## src/rtl/mem_bus_arbiter.sv

```systemverilog
// Two-port memory bus arbiter: fetch (port 0) and memory stage (port 1)
// share one memory interface; one transaction is in flight at a time.
//
// Ports:
//   clk, reset           clock, asynchronous active-high reset
//   req_valid/addr/size/strobe/data   per-port request (index 0 = fetch, 1 = mem stage)
//   resp_data_ok, resp_data           per-port completion pulse and read data
//   mem_valid/addr/size/strobe/data   latched request toward memory
//   mem_data_ok, mem_rdata            memory completion and read data
//   grant                             owner index while BUSY
//
// Build option: define MEM_ARB_ROUND_ROBIN_EN to break ties by alternating
// against the last completed owner; otherwise port 1 always wins a tie.
module mem_bus_arbiter #(
    parameter int ADDR_W = 64,
    parameter int DATA_W = 64,
    parameter int STRB_W = DATA_W / 8
) (
    input  logic                   clk,
    input  logic                   reset,
    input  logic [1:0]             req_valid,
    input  logic [1:0][ADDR_W-1:0] req_addr,
    input  logic [1:0][2:0]        req_size,
    input  logic [1:0][STRB_W-1:0] req_strobe,
    input  logic [1:0][DATA_W-1:0] req_data,
    output logic [1:0]             resp_data_ok,
    output logic [DATA_W-1:0]      resp_data,
    output logic                   mem_valid,
    output logic [ADDR_W-1:0]      mem_addr,
    output logic [2:0]             mem_size,
    output logic [STRB_W-1:0]      mem_strobe,
    output logic [DATA_W-1:0]      mem_data,
    input  logic                   mem_data_ok,
    input  logic [DATA_W-1:0]      mem_rdata,
    output logic                   grant
);

    typedef enum logic [1:0] {
        IDLE = 2'b00,
        BUSY = 2'b01
    } state_t;

    state_t state;
    logic   win;
    logic   done;

`ifdef MEM_ARB_ROUND_ROBIN_EN
    logic last_grant;

    // On a tie the port that did not own the bus last time wins.
    always_comb begin
        win = req_valid[1];
        if (req_valid == 2'b11) begin
            win = ~last_grant;
        end
    end
`else
    // Fixed priority: the memory stage beats fetch.
    always_comb begin
        win = req_valid[1];
    end
`endif

    always_ff @(posedge clk or posedge reset) begin
        if (reset) begin
            state      <= IDLE;
            mem_valid  <= 1'b0;
            grant      <= 1'b0;
            mem_addr   <= '0;
            mem_size   <= '0;
            mem_strobe <= '0;
            mem_data   <= '0;
`ifdef MEM_ARB_ROUND_ROBIN_EN
            last_grant <= 1'b0;
`endif
        end else begin
            unique case (state)
                IDLE: begin
                    if (|req_valid) begin
                        state      <= BUSY;
                        mem_valid  <= 1'b1;
                        grant      <= win;
                        mem_addr   <= req_addr[win];
                        mem_size   <= req_size[win];
                        mem_strobe <= req_strobe[win];
                        mem_data   <= req_data[win];
                    end
                end
                BUSY: begin
                    // Request fields stay frozen until memory completes,
                    // even if the requester drops valid.
                    if (mem_data_ok) begin
                        state     <= IDLE;
                        mem_valid <= 1'b0;
`ifdef MEM_ARB_ROUND_ROBIN_EN
                        last_grant <= grant;
`endif
                    end
                end
                default: begin
                    state     <= IDLE;
                    mem_valid <= 1'b0;
                end
            endcase
        end
    end

    // Completion is only forwarded while a transaction is in flight, so a
    // stale response after reset is dropped.
    assign done = mem_valid & mem_data_ok;

    always_comb begin
        resp_data_ok = 2'b00;
        resp_data    = '0;
        if (done) begin
            resp_data_ok = grant ? 2'b10 : 2'b01;
            resp_data    = mem_rdata;
        end
    end

endmodule

```

## config.mk

```make
export PLATFORM = sky130hd
export DESIGN_NAME = mem_bus_arbiter
export DESIGN_NICKNAME = d
export VERILOG_FILES = /design/src/rtl/mem_bus_arbiter.sv
export SDC_FILE = /design/constraint.sdc
export NUM_CORES = 1
export LEC_CHECK = 0
export ABC_CLOCK_PERIOD_IN_PS = 6080
export CAP_MARGIN = 30
export CORE_AREA = 2 2 214 216
export CTS_CLUSTER_DIAMETER = 120
export DETAILED_ROUTE_END_ITERATION = 10
export DIE_AREA = 0 0 216 218
export DONT_BUFFER_PORTS = 1
export GPL_TIMING_DRIVEN = 0
export PLACE_DENSITY = 0.34
export REMOVE_ABC_BUFFERS = 1
export SYNTH_ARGS = -nofsm -noshare
export SYNTH_HDL_FRONTEND = slang
export SYNTH_SLANG_ARGS = --single-unit
```

## constraint.sdc

```tcl
create_clock -name clk -period 6.08 [get_ports clk]
set_input_delay 0.912 -clock clk [delete_from_list [all_inputs] [get_ports clk]]
set_output_delay 0.912 -clock clk [all_outputs]
set_load 0.05 [all_outputs]
```

**Yosys cells after proc, flatten, opt, wreduce, memory -nomap -nowiden**

Index checks and enable logic that the tools add are counted.

- Register bits after elaboration: 143
- Latch bits: 0
- RAM bits: 0
- Bits in read-only memories: 0
- Input port bits: 347
- Output and inout bits: 207
- Logic and storage cells: 33
- Memories: 0

- Add/sub/neg operators: 0
- Multipliers: 0
- Div/mod/pow operators: 0
- Magnitude comparators: 1
- Eq/ne operators: 3
- Shifts and indexed selects: 0
- Mux-type cells: 17
- Bitwise gates (word level): 1
- Reduce and logical (&&, ||, !) cells: 4

Operators with widths:

| cell | count |
|---|---|
| 2-to-1 mux 64 bit | 5 |
| 2-to-1 mux 8 bit | 2 |
| 2-to-1 mux 2 bit | 4 |
| 2-to-1 mux 3 bit | 2 |
| inequality test 2 bit (second input constant) | 2 |
| one-hot mux 2 bit (2 select lines) | 1 |
| AND reduction 2 bit | 2 |
| equality test 2 x 1 -> 1 bit (second input constant) | 1 |
| logical NOT 2 bit | 1 |
| less-than comparator 1 x 2 -> 1 bit (second input constant) | 1 |
| 2-to-1 mux 1 bit | 2 |
| one-hot mux 1 bit (2 select lines) | 1 |
| OR reduction 2 bit | 1 |
| AND 1 bit | 1 |

**Longest topological paths before layout**

- Word-level depth: 3
- Depth in mapped cells: 5
- Gate-level depth less buffers: 2

**Worst setup path after synthesis**

OpenSTA, ideal clock, no wires.

- Path kind: input -> output
- Start: input mem_data_ok
- End: output resp_data_ok[0]
- Data arrival time: 1895 ps
- Path slack: 3273 ps
- Cell stages on the path: 3
- Path buffers: 1
- Cells stage by stage: clkbuf_1 nand2_1 nor2_1

- Longest elaborated chain between the ends: 2

RTL lines:

| what | line | source |
|---|---|---|
| start, declared | 33 | `input logic mem_data_ok,` |
| AND 1 bit | 110 | `assign done = mem_valid & mem_data_ok;` |
| 2-to-1 mux 2 bit | 115 | `if (done) begin` |
| end, declared | 26 | `output logic [1:0] resp_data_ok,` |

No other way between the ends.

**Worst setup path in the final report**

- Start: register mem_valid
- End: output resp_data[51]

- Longest elaborated chain between the ends: 2

RTL lines:

| what | line | source |
|---|---|---|
| start, declared | 28 | `output logic mem_valid,` |
| start signal, assigned | 67 | `mem_valid <= 1'b0;` |
| start signal, assigned | 81 | `mem_valid <= 1'b1;` |
| start signal, assigned | 94 | `mem_valid <= 1'b0;` |
| AND 1 bit | 110 |  |
| 2-to-1 mux 64 bit | 115 |  |
| end, declared | 27 | `output logic [DATA_W-1:0] resp_data,` |

No other way between the ends.

==> qor_table.md <==
| Step | Result | Value |
|---|---|---|
| die | Number of placement rows | 78 |
| global routing | Number of antenna violations at the first check in global routing | 2 |
| global routing | Wire length of the first global-routing pass | 39.92 mm |
| final layout | Nets | 865 |
| routing | 1st-iter DRT viols | 391 |
| sta | Final period util | 0.5743 |
| yosys | Top-area cell type share of the netlist area | 0.4745 |
| cts | Post-CTS Hold Fix Bufs | 0 |
| yosys | Count of flip-flops with a built-in enable after synthesis | 0 |
| setup path | Critical path capture point type | output port |
| routing | Wire length reported by the detailed router | 28.11 mm |
| final layout | Synth-to-layout area growth | 13.01% |
| global routing | Final global-route overflow total | 0 |
| yosys | Average cell area after synthesis | 12.71 um^2 |
| routing | Drt wl/cell | 24.88 um |
| power and ir drop | Reg power frac | 0.575 |
| sta | Fin crit period | 3.492 ns |
| sta | Final hold viol count | 0 |
| sta | Max Fclk | 0.2864 GHz |
| die | Placeable core area | 44890 um^2 |
| sta | Clock Skews | 0.01062 ns |
| placement | Count of buffers inserted at the top-level ports | 0 |
| setup path | Critical path, cell by cell | buf_16 -> and3_1 |
| global routing | Total Routing Usage GR | 0.1148 |
| power and ir drop | Power share of the clock group | 0.281 |
| cts | Post-CTS setup repair buffer count | 0 |
| power and ir drop | Comb power frac | 0.144 |
| placement | Total placed instance area | 7859 um^2 |
| setup path | Worst Path Class, Setup | reg -> out |
| cts | Maximum level of the CTS H-tree | 4 |
| setup path | Nature of the critical path startpoint | flop |
| routing | Vias per cell | 4.979 |
| power and ir drop | Static Leakage | 3.002 nW |
| die | Total I/O pin count | 554 |
| sta | RSZ-0062 raised after global routing | no |
| power and ir drop | Power per cell area | 423.0 nW/um^2 |
| placement | Placer's final routability congestion estimate | 0.8123 |
| setup path | Crit path arrival time | 2.58 ns |
| yosys | Share of the yosys chip area belonging to registers | 0.4745 |
| power and ir drop | Switching part of the total | 0.4524 |
| global routing | Number of global-route vias before repair | 5696 |
| die | Chip height | 218 um |
| final layout | Ratio of cells with drive above 1 in the final layout | 0.3327 |
| yosys | Most used flip-flop cell after synthesis | sky130_fd_sc_hd__dfrtp_1 |
| power and ir drop | Worst IR Drop VDD | 177.3 uV |
| final layout | Most common cell after layout, fill and taps aside | sky130_fd_sc_hd__dfrtp_1 |
| sta | Number of failing setup endpoints in the final timing report | 0 |
| routing | Via count of the routed design | 5626 |
| cts | Clock tree from TritonCTS | yes |
| die | Initial standard-cell utilization of the core | 0.1656 |
| yosys | Count of cell types in the netlist | 19 |
| die | Die width | 216 um |
| setup path | Worst path slowest cell | sky130_fd_sc_hd__dfrtp_4 |
| run | Max-Cap Viols | 0 |
| placement | Post-DP HPWL | 19.95 mm |
| sta | Transition time of the tightest slew-check pin | 0.9810 ns |
| power and ir drop | Power, Total | 0.003554 W |
| setup path | Worst Path Max Fanout | 107 |
| cts | Worst-skew pair later-pin latency | 0.47 ns |
| hold path | Kind of path behind the tightest hold check | in -> async |
| yosys | Ys async rst share | 1.000 |
| cts | Clock slew at reported path FFs | 0.06 ns |
| final layout | Final cell area excluding filler cells | 8403 um^2 |
| run status | Status | finished clean |
| setup path | Crit path largest cell delay | 0.99 ns |
| cts | Clock sink total | 141 |
| cts | Clock tree buffer depth | 2 |
| die | Area enclosed by the die boundary | 47090 um^2 |
| cts | Gates resized, CTS repair | 0 |
| yosys | Main area contributors after synthesis | sky130_fd_sc_hd__dfrtp_1 47%, sky130_fd_sc_hd__o221a_2 21%, sky130_fd_sc_hd__or4b_1 19%, sky130_fd_sc_hd__and3_1 5.4%, sky130_fd_sc_hd__clkbuf_1 2.5% |
| global routing | Pin count of the biggest net entering global routing | 144 |
| sta | Count of final max-slew check failures | 0 |
| yosys | Gate Count Post-Synth | 585 |
| routing | DR DRC count | 0 |
| final layout | Leading cell types in the layout, fill and taps excluded | 140 x sky130_fd_sc_hd__dfrtp_1, 139 x sky130_fd_sc_hd__or4b_1, 138 x sky130_fd_sc_hd__o221a_2 |
| final layout | Number of filler instances in the final layout | 4855 |
| power and ir drop | Internal cell power | 0.001946 W |
| routing | Post-DRT Antenna Nets | 0 |
| routing | Iteration count of the initial detailed-routing pass | 5 |
| yosys | Cell taking the most area after synthesis | sky130_fd_sc_hd__dfrtp_1 |
| yosys | Syn. warnings | 0 |
| cts | Clock tree root buffer cell | sky130_fd_sc_hd__clkbuf_16 |
| yosys | Cell area after technology mapping | 7436 um^2 |
| sta | Worst rel slew slack | 0.3436 |
| power and ir drop | Total net switching power | 0.001608 W |
| cts | Total clock buffers created by CTS | 17 |
| yosys | Flip-flop and latch count after synthesis | 141 |
| setup path | Data required time of the worst path | 5.17 ns |
-- path summary, 6_finish.rpt --
check	cells after the start	start	to	slack (ns)
min in group clk	1	req_valid[0]	mem_valid	0.61
max in group asynchronous	2	reset	mem_valid	4.82
min reg2reg	1	mem_addr[31]	mem_addr[31]	0.90
max	2	mem_valid	resp_data[51]	2.59
max reg2reg	3	mem_valid	mem_data[60]	3.50
min	1	reset	mem_strobe[7]	0.40
-- cell usage after synthesis, types with 2 or more instances --
master                     instances
sky130_fd_sc_hd__and3_1           64
sky130_fd_sc_hd__buf_2            26
sky130_fd_sc_hd__buf_4             4
sky130_fd_sc_hd__buf_6            10
sky130_fd_sc_hd__clkbuf_1         50
sky130_fd_sc_hd__dfrtp_1         141
sky130_fd_sc_hd__inv_1             2
sky130_fd_sc_hd__nor2_1            2
sky130_fd_sc_hd__o221a_2         138
sky130_fd_sc_hd__or4b_1          139
-- cells by family (layout without fill, tap and decap cells) --
group                  count (synthesis)  after routing  share of synthesized area
buffers and inverters                 93             37                    0.06562
DFF                                  141            141                     0.4745
other                                  0              1                          0
and+or+nand+nor                      209            209                     0.2463
AOI/OAI and AO/OA                    142            142                     0.2135
-- metal layers --
metal	track usage	part of all wire
met1	0.1225	0.36
met2	0.1986	0.52
met3	0.04073	0.083
met4	0.06210	0.035
met5	0	0
-- worst max-delay path: cells and delay by family, from the launching register on --
family	cells	cell delay [ns]
and+or+nand+nor	1	0.74
buffers and inverters	1	0.37
DFF	1	0.99
-- power groups by stage --
stage,Clock (W),Combinational (W),Sequential (W)
after floorplan,0,0.000410,0.00199
after global placement,0,0.000475,0.00209
after detailed placement,0,0.000521,0.00206
after CTS,0.00104,0.000520,0.00205
after global routing,0.00108,0.000552,0.00206
final,0.000998,0.000513,0.00204
-- area by class of cell --
type / instances / area [um^2] / area share
multi-input cells: 351 / 3426 / 0.4077
clock inverters: 8 / 67.56 / 0.008040
well taps: 600 / 750.7 / 0.08934
flip-flops and latches: 141 / 3532 / 0.4203
diodes: 1 / 2.502 / 0.0002978
repair buffers: 5 / 137.6 / 0.01638
inverters: 2 / 12.51 / 0.001489
clock buffers: 22 / 474.2 / 0.05643
-- metrics by stage --
stage | setup TNS (ns) | utilization | instances | worst slack [ns] | hold slack [ns]
after floorplan | 0 | - | 494 | 1.387 | 0.8064
after global placement | -54.80 | 0.1717 | 1094 | -0.3100 | 0.8984
after detailed placement | 0 | 0.1751 | 1099 | 3.024 | 0.8952
after CTS | 0 | 0.1871 | 1129 | 2.473 | 0.3813
after global routing | 0 | 0.1872 | 1130 | 2.407 | 0.4187
final | 0 | 0.1872 | 1130 | 2.588 | 0.4029
-- registers in the layout, summed over array words and instances, names as in the netlist --
register    count
mem_valid       1
mem_size        3
mem_data       64
mem_strobe      8
grant           1
mem_addr       64
(Power assumes the default switching activity.)
